File: config.mk
export PLATFORM = sky130hd
export DESIGN_NAME = four_to_two_encoder_q
export DESIGN_NICKNAME = d
export VERILOG_FILES = /design/src/rtl/four_to_two_encoder_q.sv
export SDC_FILE = /design/constraint.sdc
export NUM_CORES = 1
export LEC_CHECK = 0
export ABC_AREA = 1
export CORE_MARGIN = 3
export CORE_UTILIZATION = 40
export DETAILED_ROUTE_END_ITERATION = 8
export PLACE_DENSITY = 0.71
export REMOVE_ABC_BUFFERS = 1
export SYNTH_ARGS = -nofsm -noshare
export SYNTH_HDL_FRONTEND = slang
export SYNTH_SLANG_ARGS = --single-unit
File: constraint.sdc
create_clock -name clk -period 2.4 [get_ports clk]
set_input_delay 0.48 -clock clk [delete_from_list [all_inputs] [get_ports clk]]
set_output_delay 0.48 -clock clk [all_outputs]
set_load 0.005 [all_outputs]
File: src/rtl/four_to_two_encoder_q.sv
// Queued 4:2 priority encoder: multi-hot requests are latched into a pending
// vector and emitted one index at a time over a valid/ready handshake.
module four_to_two_encoder_q (
  input  logic       clk,
  input  logic       rst,
  input  logic       d0,
  input  logic       d1,
  input  logic       d2,
  input  logic       d3,
  input  logic       ready,
  output logic       a,
  output logic       b,
  output logic       valid,
  output logic       busy,
  output logic [3:0] drop_cnt
);

  localparam int unsigned REQ_W   = 4;
  localparam int unsigned IDX_W   = 2;
  localparam int unsigned CNT_W   = 4;
  localparam int unsigned CNT_MAX = (1 << CNT_W) - 1;

  typedef enum logic {IDLE, SEND} state_t;

  state_t             state, state_next;
  logic [REQ_W-1:0]   req, pending, pending_next, pop_mask, drop_mask;
  logic [IDX_W-1:0]   sel, code_next;
  logic               load;
  logic [2:0]         drop_num;
  logic [CNT_W:0]     drop_sum;
  logic [CNT_W-1:0]   drop_cnt_next;
  logic               valid_next, busy_next;

  assign req = {d3, d2, d1, d0};

  // Next-state, pop selection and drop accounting
  always_comb begin
    state_next    = state;
    code_next     = {a, b};
    load          = 1'b0;
    pop_mask      = '0;
    sel           = IDX_W'(0);

    // Highest pending index wins; only the registered pending vector is used
    if (pending[3])      sel = IDX_W'(3);
    else if (pending[2]) sel = IDX_W'(2);
    else if (pending[1]) sel = IDX_W'(1);

    case (state)
      IDLE: begin
        if (pending != '0) begin
          load       = 1'b1;
          state_next = SEND;
        end
      end
      SEND: begin
        if (ready) begin
          if (pending != '0) load = 1'b1;
          else               state_next = IDLE;
        end
      end
      default: state_next = IDLE;
    endcase

    if (load) begin
      pop_mask  = REQ_W'(1) << sel;
      code_next = sel;
    end

    pending_next = (pending & ~pop_mask) | req;

    // A request onto a still-pending, un-popped bit is lost
    drop_mask = req & pending & ~pop_mask;
    drop_num  = 3'(drop_mask[0]) + 3'(drop_mask[1]) + 3'(drop_mask[2]) + 3'(drop_mask[3]);
    drop_sum  = (CNT_W+1)'(drop_cnt) + (CNT_W+1)'(drop_num);
    drop_cnt_next = (drop_sum > (CNT_W+1)'(CNT_MAX)) ? CNT_W'(CNT_MAX) : drop_sum[CNT_W-1:0];

    valid_next = (state_next == SEND);
    busy_next  = (pending_next != '0) || valid_next;
  end

  // State and registered outputs
  always_ff @(posedge clk) begin
    if (rst) begin
      state    <= IDLE;
      pending  <= '0;
      a        <= 1'b0;
      b        <= 1'b0;
      valid    <= 1'b0;
      busy     <= 1'b0;
      drop_cnt <= '0;
    end else begin
      state    <= state_next;
      pending  <= pending_next;
      a        <= code_next[1];
      b        <= code_next[0];
      valid    <= valid_next;
      busy     <= busy_next;
      drop_cnt <= drop_cnt_next;
    end
  end

endmodule

==> results of run 1 <==
## worst paths after layout
path                                                to  depth (start not counted)
worst max-delay path            drop_cnt[1]$_SDFF_PP0_                         11
worst min register to register          a$_SDFFE_PP0P_                          2
worst max register to register  drop_cnt[1]$_SDFF_PP0_                         10
worst min-delay path                    a$_SDFFE_PP0P_                          2
## cells in the mapped netlist
master    instances
nand2_2           2
ha_1              1
dfxtp_1          12
nand3_1           6
inv_1            13
nor2_2            1
nand3_2           1
nand2_1          10
nor3_1            2
a21oi_2           1
clkbuf_1          1
nand2_4           1
nor2_1           10
o21ai_0           5
a21oi_1           8
fa_1              3
## metrics by stage
stage / TNS, ps / power, mW / worst slack [ps] / cell area (um^2) / std cells
global route: 0 / 0.5622 / 4.093 / 905.9 / 119
floorplan: 0 / 0.2904 / 8.811 / 590.6 / 76
CTS: 0 / 0.5277 / 50.96 / 869.6 / 118
finish: 0 / 0.5262 / 94.82 / 905.9 / 119
detailed placement: -1825 / 0.3584 / -514.8 / 817.0 / 114
global placement: -1616 / 0.3553 / -468.8 / 817.0 / 114
## per-layer routing
layer,track usage (%),vias to the layer above
li1,-,301
met1,16.54,248
met2,24.07,11
met5,0,-
met4,12.65,0
met3,5.285,5
## power groups by stage
| stage | clock network [mW] | registers [mW] | logic (mW) |
|---|---|---|---|
| 6_report | 0.162 | 0.233 | 0.132 |
| 5_1_grt | 0.180 | 0.236 | 0.147 |
| 4_1_cts | 0.170 | 0.230 | 0.128 |
| 3_5_place_dp | 0 | 0.234 | 0.124 |
| 3_3_place_gp | 0 | 0.233 | 0.122 |
| 2_1_floorplan | 0 | 0.235 | 0.0557 |
## logic make-up after synthesis
group	after synthesis	share of synthesized area [%]
AO/OA/AOI/OAI	14	12.42
adder cells (fa/ha/maj)	4	12.21
buffers and inverters	14	8.842
flip-flops	12	40.42
AND/OR/NAND/NOR	33	26.11
## flip-flops by register name, indices dropped and copies added, names as in the netlist
name,cells
busy,1
b,1
drop_cnt,4
state,1
a,1
pending,4
## layout make-up
class | count | share of cell area [%]
timing repair buffer | 24 | 24.17
tap | 15 | 2.072
multi-input combinational | 51 | 37.15
inverter | 13 | 5.387
sequential | 12 | 27.21
clock buffer | 4 | 4.006
## critical path: stages
cell           delay (ps)
dlygate4sd2_1         240
inv_2                  60
nand2_4                50
nand3_2                80
nand3_2                70
fa_1                  490
fa_2                  390
inv_2                  60
fa_2                  420
inv_1                  60
a21oi_1                60
## what timing repair did
action | in CTS | in global routing
setup buffers | 0 | 1
resized for setup | 8 | 10
pin swaps | 2 | 4
endpoints found under the setup margin | 4 | 3
==> key figures, run 1 <==
Clock network
  • Root Buffer: clkbuf_4
  • Clock transition at path regs: 80 ps
  • CTS Buf Count: 3
  • H-tree levels: 1
  • Clk_lat worst skew: 270 ps
  • Max Root-Sink Buffers: 2
  • CTS tree: done
  • Clock Sinks: 12
  • Hold_buf cts: 0

Power
  • Pleak: 0.4270 nW
  • Power share of the clock group: 30.7%
  • Seq pwr share: 44.3%
  • Sw Ratio: 27.10%
  • Int Pwr: 0.3836 mW
  • Gate power share: 25.0%
  • Maximum vdd drop: 0.3591 mV
  • Pwr Density: 580.9 mW/mm^2
  • Switching pwr: 0.1426 mW

Layout
  • Core Util, Final: 67.10%
  • Storage cell area: 246.5 um^2
  • Antenna Cells: 0
  • Leading cell types in the layout, fill and taps excluded: inv_1 (11), clkdlybuf4s50_1 (11), buf_4 (10)
  • Fill count: 115
  • # nets final: 116
  • Share of post-route cells with drive strength above 1: 30.77%
  • Area of the multi-input gates: 336.6 um^2
  • P&R area growth vs syn: 52.42%

GRT
  • Number of global-route vias before repair: 527
  • First-pass GRT wire length: 2097 um
  • All-layer global routing usage: 15.40%
  • Largest net degree at the start of global routing: 10
  • Initial antenna violation count: 0
  • Total grt overflow: 0

Flow run
  • Max-cap check violation count: 0

Hold path
  • Hold_sp: a$_SDFFE_PP0P_
  • Worst min path class: register to register

Route
  • First-pass iteration count of the detailed router: 2
  • Highest metal used: met4
  • Wl on met1: 556 um
  • Via count: 565
  • Routed Antenna Nets: 0
  • Routed len/inst: 10.71 um
  • Drt first-iter violations: 2
  • Via density: 4.748
  • Routed WL: 1275 um
  • WL met2: 611 um
  • DRC viols: 0
  • DR WL met3: 67 um

Timing
  • Skew final: 0.5386 ps
  • Final Cycle Share: 96.05%
  • Max Freq: 433.8 MHz
  • Slew at the pin with the worst max-slew slack: 313.0 ps
  • Max_slew headroom: 79.06%
  • Tmin final: 2305 ps
  • Setup violators final: 0
  • Max Slew Vio Count: 0
  • Final Hold Slack: 458.7 ps
  • Final hold vios: 0
  • RSZ-0062 raised after global routing: false

Placement
  • Final Wtd Congestion: 0.7783
  • DP HPWL: 1026 um
  • I/O Buffers: 14

Critical path
  • Critical path launch point type: input port
  • R2R Setup Slk: 100 ps
  • Worst r2r src: pending[1]$_SDFF_PP0_
  • Setup crit start: ready
  • Worst Path Max Fanout: 3
  • Critical Path RT: 2550 ps
  • CP endpoint kind: register
  • Critical Path AT: 2460 ps
  • CP Class: input port to register

Synthesis
  • Top cells by area, synth: dfxtp_1 (40%), fa_1 (10%), inv_1 (8.2%)
  • Yosys reg bits: 12
  • Syn_area_per_cell: 7.718 um^2
  • Synth area leader: dfxtp_1
  • Post-synthesis sequential area ratio: 40.42%
  • Unique cell type count in the Yosys netlist: 16
  • Post-Syn Area: 594.3 um^2
  • Mapped Cells: 77
  • Yosys top cell area share: 40.42%
  • Ys Warns: 0

Die
  • Core Area: 0.001350 mm^2
  • DIE HEIGHT: 44.55 um
  • Std cell rows: 13
  • Die area: 0.001984 mm^2
  • Initial core utilization: 44.02%
  • # IOs: 15
  • Chip width: 44.55 um

Status
  • Outcome: finished clean
Note: power is estimated with default switching activity, not from simulation.
==> run 2, diff against run 1 <==
--- a/config.mk
+++ b/config.mk
@@ -11,6 +11,7 @@
 export DETAILED_ROUTE_END_ITERATION = 8
 export PLACE_DENSITY = 0.71
 export REMOVE_ABC_BUFFERS = 1
+export SLEW_MARGIN = 0
 export SYNTH_ARGS = -nofsm -noshare
 export SYNTH_HDL_FRONTEND = slang
 export SYNTH_SLANG_ARGS = --single-unit
==> results of run 2 <==
Same layout as run 1: the final DEF is identical, and so are final timing and power.
==> edit 1: new RTL, settings of run 1 <==
Take the reset off `pending` and load it in a clocked block of its own.
--- a/src/rtl/four_to_two_encoder_q.sv
+++ b/src/rtl/four_to_two_encoder_q.sv
@@ -85,3 +85,2 @@
       state    <= IDLE;
-      pending  <= '0;
       a        <= 1'b0;
@@ -93,3 +92,2 @@
       state    <= state_next;
-      pending  <= pending_next;
       a        <= code_next[1];
@@ -102,2 +100,6 @@
 
+  always_ff @(posedge clk) begin
+    pending <= pending_next;
+  end
+
 endmodule
Behaviour: not the same (Yosys sat finds a counterexample within 4 cycles, from zero or initial values and one cycle with rst high).
==> edit 1 against run 1 <==
Setup slack got worse by 27 ps; combinational power rose by 63%; total power rose by 13%; first-iteration DRC count rose to 5.0 times the old value; non-clock buffer count rose by 2; core utilization did not move; area after synthesis rose by 0.21%; wire length rose by 11%; design area did not move; sequential cell count did not move; critical path type is now flip-flop to flip-flop; critical endpoint unchanged.
==> edit 1: results <==
[global_route]
grt_max_degree = 7
globalRouteMet1Util_pct = 19.1
grt_usage_pct = 16.6
grt_use_met3_pct = 2.44
antenna_found_initial = 0
grt_pass1_vias = 594
grtUsageMet2_pct = 27.2
grt_pass1_wl_mm = 2.35

[setup_path]
rr_startpoint = "pending[0]"
crit_arrival_ps = 2490
r2r_end = "drop_cnt[1]"
r2r_slack_ps = 70
critPathSlowestCell = "fa_1"
critPathTopFamily = "adder cells"
crit_type = "flip-flop to flip-flop"

[drt]
routedWlPerCell_um = 11.7
route.vias.total = 584
dr.first_iter.drc_count = 10
drtPass1Iterations = 4

[place]
dp_hpwl_mm = 1.06
routabilityCongestion = 0.827
port_buffers = 14
pre_cts_slack_ps = -563

[synthesis]
synth-seq-area-share_pct = 40.3
ys_types = 16
yosys-top-cells-count = "inv_1 (14), dfxtp_1 (12), nand2_1 (9)"
synth_warnings = 0
synth_area_leaders = "dfxtp_1 (40%), fa_1 (10%), inv_1 (8.8%)"

[outcome]
status = "finished clean"

[min_path]
hold_start = "a"
hold_class = "flip-flop to flip-flop"
hold-path-endpoint = "a"

[cts]
clkTransAtPathRegs_ps = 80
insertion_delay_ps = 270
cts_made_buffers = 3
clk_path_buf_depth = 2
cts_root_buffer = "clkbuf_4"

[power_and_ir_drop]
p_leak_nw = 0.430
ir_worst_vdd_mv = 0.414

[timing]
skew_ps = 4.52
tightest_slew_ps = 221

[cells_and_area]
layout-drive-gt1-share_pct = 35.8
top_regs = "drop_cnt: 4 flops, pending: 4 flops"
layout.nets = 119
edit 1: changes by cell type after synthesis, moves of 3 or more:
cell / before / now
o21ai_1: 0 / 3
inv_2: 0 / 3
o21ai_0: 5 / 2
nand2_2: 2 / 6
nor2_1: 10 / 5
edit 1: how the worst max path moves through the flow:
stage / end / slack, ps / cells past startpoint
2_1_floorplan: drop_cnt[1] / -5 / 10
3_3_place_gp: drop_cnt[1] / -470 / 11
3_5_place_dp: drop_cnt[1] / -560 / 11
4_1_cts: drop_cnt[1] / 30 / 10
5_1_grt: drop_cnt[1] / -10 / 10
6_report: drop_cnt[1] / 70 / 10
edit 1: through the flow:
stage	utilization (%)	cell area, um^2	hold slack, ps	setup TNS [ps]	std cells
2_1_floorplan	-	596	449	-4.53	77
3_3_place_gp	60.3	815	457	-1610	114
3_5_place_dp	60.3	815	460	-2010	114
4_1_cts	65.0	877	470	0	120
5_1_grt	67.1	906	512	-9.96	121
6_report	67.1	906	470	0	121
edit 1: logic make-up after synthesis:
| kind of cell | after synthesis | synth area share [%] |
|---|---|---|
| AND/OR/NAND/NOR | 32 | 26.7 |
| flip-flops | 12 | 40.3 |
| buffers and inverters | 17 | 10.7 |
| adder cells (fa/ha/maj) | 4 | 12.2 |
| AO/OA/AOI/OAI | 12 | 10.1 |
edit 1: where the power goes:
group          leakage (nW)  switching [mW]  internal (mW)
combinational         0.317          0.0977          0.117
sequential           0.0994          0.0288          0.229
clock                0.0138          0.0660         0.0580
total                 0.430           0.193          0.404
edit 1: timing repair:
action / CTS / global route
pin swaps: 4 / 7
resized for setup: 8 / 8
endpoints found under the hold margin: 0 / 0
buffers inserted: 3 / 1
setup endpoints to repair: 4 / 4
edit 1: layer usage:
layer / wire, um / share of wire (%)
met5: 0 / 0
met4: 48 / 3.4
met1: 558 / 39
met3: 49 / 3.5
met2: 764 / 54
edit 1: area by class of cell:
type                    instances  area, um^2
clock buffers                   3        22.5
fillers                       114         444
inverters                      17        63.8
multi-input cells              48         328
flip-flops and latches         12         241
well taps                      15        18.8
repair buffers                 26         231
edit 1: worst min-delay path, cell delays in order (launching register included):
cell,delay [ps]
dfxtp_1,320
nand2_1,60
a21oi_1,50
==> edit 2: new RTL, flow settings as in run 1 <==
Made on the original files. Make the reset (`rst`) asynchronous in one clocked block.
--- a/src/rtl/four_to_two_encoder_q.sv
+++ b/src/rtl/four_to_two_encoder_q.sv
@@ -82,3 +82,3 @@
   // State and registered outputs
-  always_ff @(posedge clk) begin
+  always_ff @(posedge clk or posedge rst) begin
     if (rst) begin
Function: differs if rst is asserted again (counterexample within 4 cycles, from zero or initial values and one cycle with rst high); with rst held inactive, the same outputs for 10 cycles.
==> edit 2 against run 1 <==
Wire length is 34% higher; setup slack worse by 38 ps; synthesized cell count is 1.3% lower; clock skew is 4.9 ps higher; via count is 9.2% higher; sequential cell count stayed put; area after synthesis is 8.4% higher; design area is 16% higher; critical path type unchanged; critical endpoint is now drop_cnt[1].
Power is not compared: it rests on default switching activity, and its combinational part moved more than twofold at a synthesized area within 25%.
==> edit 2: results <==
[outcome]
status = "finished clean"

[synthesis]
avgSynthCellArea_um2 = 8.48
synth_compound_area_share_pct = 6.02
synth-seq-area-share_pct = 46.6
synth_area_leaders = "dfrtp_1 (47%), nand2_1 (11%), fa_1 (9.3%)"
synth_fa_ha_area_share_pct = 11.3
synth-async-reset-ratio_pct = 100

[place]
dp_hpwl_mm = 1.02
dp.cells = 113
routabilityCongestion = 0.771

[timing]
skew_ps = 5.48
fin_ws_ps = 56.9
hold_ws_ps = 493
tightest_slew_ps = 460

[setup_path]
critPathSlowestCell = "clkdlybuf4s50_1"
cp_max_fo = 2
rr_startpoint = "state"
r2r_end = "drop_cnt[1]"

[drt]
wl_met2_um = 894
routed.top_layer = "met4"
dr.first_iter.drc_count = 7
drtPass1Iterations = 4
route.vias.total = 617
drt_wl_total_mm = 1.71
wl_met1_um = 683

[cells_and_area]
fin_cells = 132
layout-drive-gt1-share_pct = 41.9
fill_cells = 97

[cts]
post_cts_buffers = 14
post_cts_resized = 15

[global_route]
grt_max_degree = 13
grt_usage_pct = 19.0
grt_pass1_wl_mm = 2.66
grt_pass1_vias = 638

[power_and_ir_drop]
power.total_uw = 807

[min_path]
hold-path-endpoint = "b"
==> edit 2: changes by cell type after synthesis, moves of 3 or more <==
cell and change:
dfrtp_1 +12, dfxtp_1 -12, nand2_1 +9, a21oi_1 -7
nor2_1 -7, inv_1 +3, o21ai_0 -3, o21ai_1 +3
==> edit 2: cell type report <==
type                    count  area, um^2  area share [%]
well taps                  15        18.8            1.79
multi-input cells          46         318            30.3
flip-flops and latches     12         300            28.7
repair buffers             37         307            29.3
clock buffers               4        36.3            3.46
inverters                  18        67.6            6.45
==> edit 2: how the worst max path moves through the flow <==
stage                       end  cells after the start  start
floorplan           drop_cnt[1]                      9  ready
detailed placement  drop_cnt[2]                     12  ready
finish              drop_cnt[1]                      8     d0
global route        drop_cnt[1]                     10  state
CTS                 drop_cnt[2]                     12  state
global placement    drop_cnt[1]                     10  ready
==> edit 2: critical path, delay by kind of cell <==
kind	cells	cell delay (ps)
adders and majority gates	3	1280
buffers and inverters	3	630
and+or+nand+nor	2	130
